**config.mk**
```make
export PLATFORM = sky130hd
export DESIGN_NAME = combo_logic_pipe_flat
export DESIGN_NICKNAME = d
export VERILOG_FILES = /design/src/rtl/combo_logic_pipe_if.sv /design/src/rtl/combo_logic_pipe.sv /design/src/flat_wrapper.sv
export SDC_FILE = /design/constraint.sdc
export NUM_CORES = 1
export LEC_CHECK = 0
export CAP_MARGIN = 20
export CORE_UTILIZATION = 51
export DETAILED_ROUTE_END_ITERATION = 12
export PLACE_DENSITY = 0.87
export RECOVER_POWER = 50
export SLEW_MARGIN = 20
export SYNTH_ARGS = -nofsm -noshare
export SYNTH_HDL_FRONTEND = slang
export SYNTH_SLANG_ARGS = --single-unit
```
**constraint.sdc**
```tcl
create_clock -name clk -period 2.73 [get_ports clk]
set_clock_uncertainty 0.05 [all_clocks]
set_input_delay 0.546 -clock clk [delete_from_list [all_inputs] [get_ports clk]]
set_output_delay 0.546 -clock clk [all_outputs]
set_load 0.01 [all_outputs]
```
**src/rtl/combo_logic_pipe_if.sv**
```systemverilog
// Handshake and data bundle between the stimulus/port layer and combo_logic_pipe.
interface combo_logic_pipe_if #(
    parameter int WIDTH = 8
);
    logic             in_valid;
    logic             in_ready;
    logic [WIDTH-1:0] a_in;
    logic [WIDTH-1:0] b_in;
    logic [2:0]       control_in;
    logic             acc_clr;
    logic             out_valid;
    logic             out_ready;
    logic [WIDTH-1:0] result;
    logic             carry;
    logic             zero;
    logic             overflow;
    logic [WIDTH-1:0] acc_out;

    // Producer/consumer side (drives operands, accepts results)
    modport master (
        output in_valid, a_in, b_in, control_in, acc_clr, out_ready,
        input  in_ready, out_valid, result, carry, zero, overflow, acc_out
    );

    // Pipeline side
    modport slave (
        input  in_valid, a_in, b_in, control_in, acc_clr, out_ready,
        output in_ready, out_valid, result, carry, zero, overflow, acc_out
    );
endinterface

```
**src/rtl/combo_logic_pipe.sv**
```systemverilog
// Two-stage pipelined ALU with valid/ready handshake, flags and a persistent
// accumulator. S1 holds the accepted operands, S2 holds the computed result.
module combo_logic_pipe #(
    parameter int WIDTH = 8
) (
    input  logic              clk,
    input  logic              rst_n,
    combo_logic_pipe_if.slave bus
);
    localparam int SH_W = (WIDTH > 1) ? $clog2(WIDTH) : 1;

    typedef enum logic [2:0] {
        OP_ADD = 3'b000,
        OP_SUB = 3'b001,
        OP_AND = 3'b010,
        OP_OR  = 3'b011,
        OP_XOR = 3'b100,
        OP_SHL = 3'b101,
        OP_SHR = 3'b110,
        OP_ACC = 3'b111
    } op_e;

    // Stage 1: captured bundle
    logic             s1_valid_q, s1_valid_d;
    logic [WIDTH-1:0] s1_a_q, s1_a_d;
    logic [WIDTH-1:0] s1_b_q, s1_b_d;
    op_e              s1_op_q, s1_op_d;

    // Stage 2: result and flags
    logic             s2_valid_q, s2_valid_d;
    logic [WIDTH-1:0] res_q, res_d;
    logic             carry_q, carry_d;
    logic             zero_q, zero_d;
    logic             ovf_q, ovf_d;

    // Accumulator
    logic [WIDTH-1:0] acc_q, acc_d;

    // Handshake / datapath intermediates
    logic             s1_en;
    logic             s2_en;
    logic             move;
    logic [WIDTH:0]   alu_w;
    logic [WIDTH-1:0] alu_res;
    logic [WIDTH-1:0] acc_base;
    logic             alu_c;
    logic             alu_v;

    // Stage enables: a stage advances when empty or when its successor advances
    always_comb begin
        s2_en = !s2_valid_q || bus.out_ready;
        s1_en = !s1_valid_q || s2_en;
        move  = s1_valid_q && s2_en;
    end

    // Combinational ALU on the S1 bundle; clear takes priority over the old accumulator
    always_comb begin
        acc_base = bus.acc_clr ? '0 : acc_q;
        alu_w    = '0;
        alu_c    = 1'b0;
        alu_v    = 1'b0;
        case (s1_op_q)
            OP_ADD: begin
                alu_w = {1'b0, s1_a_q} + {1'b0, s1_b_q};
                alu_c = alu_w[WIDTH];
                alu_v = (s1_a_q[WIDTH-1] == s1_b_q[WIDTH-1]) &&
                        (alu_w[WIDTH-1] != s1_a_q[WIDTH-1]);
            end
            OP_SUB: begin
                alu_w = {1'b0, s1_a_q} - {1'b0, s1_b_q};
                alu_c = alu_w[WIDTH];
                alu_v = (s1_a_q[WIDTH-1] != s1_b_q[WIDTH-1]) &&
                        (alu_w[WIDTH-1] != s1_a_q[WIDTH-1]);
            end
            OP_AND: alu_w = {1'b0, s1_a_q & s1_b_q};
            OP_OR:  alu_w = {1'b0, s1_a_q | s1_b_q};
            OP_XOR: alu_w = {1'b0, s1_a_q ^ s1_b_q};
            OP_SHL: alu_w = {1'b0, s1_a_q << s1_b_q[SH_W-1:0]};
            OP_SHR: alu_w = {1'b0, s1_a_q >> s1_b_q[SH_W-1:0]};
            OP_ACC: begin
                alu_w = {1'b0, acc_base} + {1'b0, s1_a_q};
                alu_c = alu_w[WIDTH];
                alu_v = (acc_base[WIDTH-1] == s1_a_q[WIDTH-1]) &&
                        (alu_w[WIDTH-1] != acc_base[WIDTH-1]);
            end
            default: alu_w = '0;
        endcase
        alu_res = alu_w[WIDTH-1:0];
    end

    // Next-state for both stages and the accumulator; data only loads on a real transfer
    always_comb begin
        s1_valid_d = s1_valid_q;
        s1_a_d     = s1_a_q;
        s1_b_d     = s1_b_q;
        s1_op_d    = s1_op_q;
        s2_valid_d = s2_valid_q;
        res_d      = res_q;
        carry_d    = carry_q;
        zero_d     = zero_q;
        ovf_d      = ovf_q;
        acc_d      = acc_q;

        if (s1_en) begin
            s1_valid_d = bus.in_valid;
            if (bus.in_valid) begin
                s1_a_d  = bus.a_in;
                s1_b_d  = bus.b_in;
                s1_op_d = op_e'(bus.control_in);
            end
        end

        if (s2_en) begin
            s2_valid_d = s1_valid_q;
        end

        if (move) begin
            res_d   = alu_res;
            carry_d = alu_c;
            zero_d  = (alu_res == '0);
            ovf_d   = alu_v;
        end

        // An ACC moving into S2 already folded the clear into acc_base
        if (move && (s1_op_q == OP_ACC)) begin
            acc_d = alu_res;
        end else if (bus.acc_clr) begin
            acc_d = '0;
        end
    end

    // State registers with synchronous active-low reset
    always_ff @(posedge clk) begin
        if (!rst_n) begin
            s1_valid_q <= 1'b0;
            s1_a_q     <= '0;
            s1_b_q     <= '0;
            s1_op_q    <= OP_ADD;
            s2_valid_q <= 1'b0;
            res_q      <= '0;
            carry_q    <= 1'b0;
            zero_q     <= 1'b0;
            ovf_q      <= 1'b0;
            acc_q      <= '0;
        end else begin
            s1_valid_q <= s1_valid_d;
            s1_a_q     <= s1_a_d;
            s1_b_q     <= s1_b_d;
            s1_op_q    <= s1_op_d;
            s2_valid_q <= s2_valid_d;
            res_q      <= res_d;
            carry_q    <= carry_d;
            zero_q     <= zero_d;
            ovf_q      <= ovf_d;
            acc_q      <= acc_d;
        end
    end

    assign bus.in_ready  = s1_en;
    assign bus.out_valid = s2_valid_q;
    assign bus.result    = res_q;
    assign bus.carry     = carry_q;
    assign bus.zero      = zero_q;
    assign bus.overflow  = ovf_q;
    assign bus.acc_out   = acc_q;
endmodule

```
**src/flat_wrapper.sv**
```systemverilog
// flat-port wrapper written by rule: the top's interface ports become plain ports
module combo_logic_pipe_flat 
#(
    parameter int WIDTH = 8
)
  (clk, rst_n, bus_in_valid, bus_a_in, bus_b_in, bus_control_in, bus_acc_clr, bus_out_ready, bus_in_ready, bus_out_valid, bus_result, bus_carry, bus_zero, bus_overflow, bus_acc_out);
  combo_logic_pipe_if #(.WIDTH(WIDTH)) bus_i ();
  input  logic clk;
  input  logic rst_n;
  input wire logic [$bits(bus_i.in_valid)-1:0] bus_in_valid;
  input wire logic [$bits(bus_i.a_in)-1:0] bus_a_in;
  input wire logic [$bits(bus_i.b_in)-1:0] bus_b_in;
  input wire logic [$bits(bus_i.control_in)-1:0] bus_control_in;
  input wire logic [$bits(bus_i.acc_clr)-1:0] bus_acc_clr;
  input wire logic [$bits(bus_i.out_ready)-1:0] bus_out_ready;
  output wire logic [$bits(bus_i.in_ready)-1:0] bus_in_ready;
  output wire logic [$bits(bus_i.out_valid)-1:0] bus_out_valid;
  output wire logic [$bits(bus_i.result)-1:0] bus_result;
  output wire logic [$bits(bus_i.carry)-1:0] bus_carry;
  output wire logic [$bits(bus_i.zero)-1:0] bus_zero;
  output wire logic [$bits(bus_i.overflow)-1:0] bus_overflow;
  output wire logic [$bits(bus_i.acc_out)-1:0] bus_acc_out;
  assign bus_i.in_valid = bus_in_valid;
  assign bus_i.a_in = bus_a_in;
  assign bus_i.b_in = bus_b_in;
  assign bus_i.control_in = bus_control_in;
  assign bus_i.acc_clr = bus_acc_clr;
  assign bus_i.out_ready = bus_out_ready;
  assign bus_in_ready = bus_i.in_ready;
  assign bus_out_valid = bus_i.out_valid;
  assign bus_result = bus_i.result;
  assign bus_carry = bus_i.carry;
  assign bus_zero = bus_i.zero;
  assign bus_overflow = bus_i.overflow;
  assign bus_acc_out = bus_i.acc_out;
  combo_logic_pipe #(.WIDTH(WIDTH)) u_core (.clk(clk), .rst_n(rst_n), .bus(bus_i));
endmodule
```
==> impl_metrics.env <==
export IMPL_ys_seq_area_share_pct=22.5
export IMPL_drv_cap=0
export IMPL_drive_above_1_share_pct=21.9
export IMPL_fill_cells=513
export IMPL_final_core_util_pct=70.7
export IMPL_dp_hpwl_um=9690
export IMPL_cp_required_ns=2.88
export IMPL_initial_core_util_pct=52.7
export IMPL_gp_congestion=1.01
export IMPL_diodes=0
export IMPL_core_sq_um=6760
export IMPL_place_area_sq_um=4520
export IMPL_postCtsHoldBufs=0
export IMPL_grt_setup_unrepaired="yes"
export IMPL_worstHoldPathCells=2
export IMPL_drt_iter0_markers=309
export IMPL_p_per_area_nw_per_um2=377
export IMPL_syn_avg_cell_area_sq_um=7.77
export IMPL_cts_tree="built"
export IMPL_grt_ovfl_total=0
export IMPL_die_h_um=85.6
export IMPL_fin_cells=646
export IMPL_whs_ns=0.413
export IMPL_synth_common_cells="73 x nand2_1, 51 x a21oi_1, 40 x dfxtp_1"
export IMPL_routedWlPerCell_um=19.7
export IMPL_grt_pass1_vias=3919
export IMPL_dp_cells=632
export IMPL_grt_pass1_wl_um=19700
export IMPL_synthArstFlopShare_pct=0
export IMPL_finalCritPeriodShare_pct=103
export IMPL_clock_latency_ns=0.30
export IMPL_setup_ws_ns=-0.0830
export IMPL_synth_most_common_cell="nand2_1"
export IMPL_grt_max_degree=36
export IMPL_hold_path_class="flop to flop"
export IMPL_clkSinkCount=40
export IMPL_crit_chain="buf_6 -> ha_4 -> fa_2 -> a211oi_2 -> nor2_1 -> a21o_1 -> a21o_1 -> xor2_1 -> a221oi_2 -> or3b_4 -> a211oi_4"
export IMPL_p_leak_nw=1.99
export IMPL_synth_cells=458
export IMPL_io_buffers=44
export IMPL_seq_area_sq_um=806
export IMPL_ys_flop_type="dfxtp_1"
export IMPL_tritoncts_num_buffers=5
export IMPL_ios=45
export IMPL_synth_top_area_cell="dfxtp_1"
export IMPL_finalNetCount=625
export IMPL_fmax_mhz=355
export IMPL_synth_cell_types=61
export IMPL_rows=30
export IMPL_design_area_sq_um=4780
export IMPL_synth_top_cell_area_share_pct=22.5
export IMPL_failed_checks="negative setup slack"
export IMPL_htree_levels=2
export IMPL_arrival_ns=2.97
export IMPL_drt_pass1_iterations=5
export IMPL_finalWirelength_um=12700
export IMPL_clk_pin_slew_ns=0.09
export IMPL_setup_violations=3
export IMPL_antenna_found_initial=0
export IMPL_critPathCaptureType="flop"
export IMPL_vias_per_cell=6.35
export IMPL_final_setup_tns_ns=-0.161
export IMPL_slowest_delay_ns=0.42
export IMPL_vias=4101
export IMPL_critPathLaunchType="flop"
export IMPL_dieArea_sq_um=7320
export IMPL_rr_worst_depth=11
export IMPL_die_width_um=85.6
export IMPL_synth_warning_count=0
export IMPL_synth_area_sq_um=3560
export IMPL_maxSlewViolCount=0
export IMPL_ys_ff_latch=40
export IMPL_relSlewSlack_pct=58.4
export IMPL_outcome="finished, violations left"
export IMPL_syn_nets=518
export IMPL_ir_drop_mv=0.316
export IMPL_cpMaxStageDelayCell="or3b_4"
export IMPL_ant_nets=0
export IMPL_path_common_cell="a21o_1"
export IMPL_crit_type="flop to flop"
export IMPL_grt_usage_pct=35.0
export IMPL_synth_area_leaders="dfxtp_1 22%, ha_1 12%, nand2_1 7.7%"
export IMPL_area_growth_pct=34.2
export IMPL_cp_max_fo=4
export IMPL_hold_viol=0
export IMPL_synth_edff_count=0
export IMPL_post_route_drc_count=0
export IMPL_multi_input_area_sq_um=2610
export IMPL_min_period_ns=2.81
export IMPL_tightest_slew_ns=0.622
export IMPL_cts_path_max_buffers=2
export IMPL_cts_root_buf="clkbuf_8"
through the flow:
step,setup slack [ns],power (mW)
final,-0.0830,1.80
after CTS,0.00207,1.76
after global placement,-0.667,1.24
after detailed placement,-0.858,1.25
after floorplan,0.00641,0.984
after global routing,-0.144,1.87
registers in the layout (all words and copies together) (netlist names):
| signal | count |
|---|---|
| u_core.bus.result | 8 |
| u_core.bus.zero | 1 |
| u_core.s1_valid_q | 1 |
| u_core.s1_b_q | 8 |
| u_core.s1_a_q | 8 |
| u_core.s1_op_q | 3 |
| u_core.bus.overflow | 1 |
| u_core.bus.acc_out | 8 |
| u_core.bus.carry | 1 |
| u_core.bus.out_valid | 1 |
layout by cell type (no fill, tap or decap), types with 4 or more instances in the layout:
master,count
o22ai_1,5
or3_1,5
mux4_2,4
a21o_1,4
nand2_1,71
o21bai_1,5
dlygate4sd3_1,22
mux2i_1,4
nor3b_1,4
buf_4,78
nor3_1,11
mux4_1,4
inv_1,24
a211oi_1,11
and2_1,4
o21ai_0,16
xor2_1,5
xnor2_1,5
nand3_1,9
clkdlybuf4s50_1,21
a31oi_1,6
ha_1,32
nor2b_1,16
dfxtp_1,38
nor2_1,36
clkbuf_8,5
a21oi_1,48
path summary, 6_finish.rpt:
kind	startpoint	end	slack, ns
min	u_core.bus.result[7]$_SDFFE_PN0P_	u_core.bus.result[7]$_SDFFE_PN0P_	0.41
min reg2reg	u_core.bus.result[7]$_SDFFE_PN0P_	u_core.bus.result[7]$_SDFFE_PN0P_	0.41
max reg2reg	u_core.s1_a_q[0]$_SDFFE_PN0P_	u_core.bus.acc_out[6]$_SDFF_PN0_	-0.08
max	u_core.s1_a_q[0]$_SDFFE_PN0P_	u_core.bus.acc_out[6]$_SDFF_PN0_	-0.08
worst max-delay path, delay by kind of cell, from the launching register on:
family                     cells  cell delay (ns)
xor gates and xnor gates       1             0.17
DFF                            1             0.38
adders and majority gates      2             0.51
and+or+nand+nor                2             0.51
buffers and inverters          1             0.13
AOI/OAI and AO/OA              5             0.98
cell type report:
type,count,share of cell area [%]
clock buffer,5,1.44
timing repair buffer,124,22.0
tap,80,2.10
multi-input combinational,369,54.6
clock inverter,3,0.969
inverter,25,1.96
sequential,40,16.9
cells by family after synthesis:
group                    count (synthesis)  share of synthesized area [%]
multiplexers                            13                           6.92
XOR/XNOR                                11                           2.71
adder cells (fa/ha/maj)                 36                           13.3
flip-flops                              40                           22.5
AND/OR/NAND/NOR                        173                           22.7
AO/OA/AOI/OAI                          136                           24.7
buffers and inverters                   49                           7.20
repair_timing:
item	in CTS	in global routing
setup endpoints to repair	17	8
pin swaps	11	9
setup buffers	4	2
resized for setup	13	18
power by group:
part	switching, mW	internal, mW
logic	0.343	0.304
registers	0.0274	0.611
clock network	0.239	0.276
per-layer routing:
metal  global-route usage [%]  vias up  routed length (um)
met1                     44.4     1881                4820
li1                         -     1855                   -
met4                     17.7        0                 752
met2                     58.2      294                5860
met3                     5.20       71                1310
met5                        0        -                   0
(Power assumes the default switching activity.)
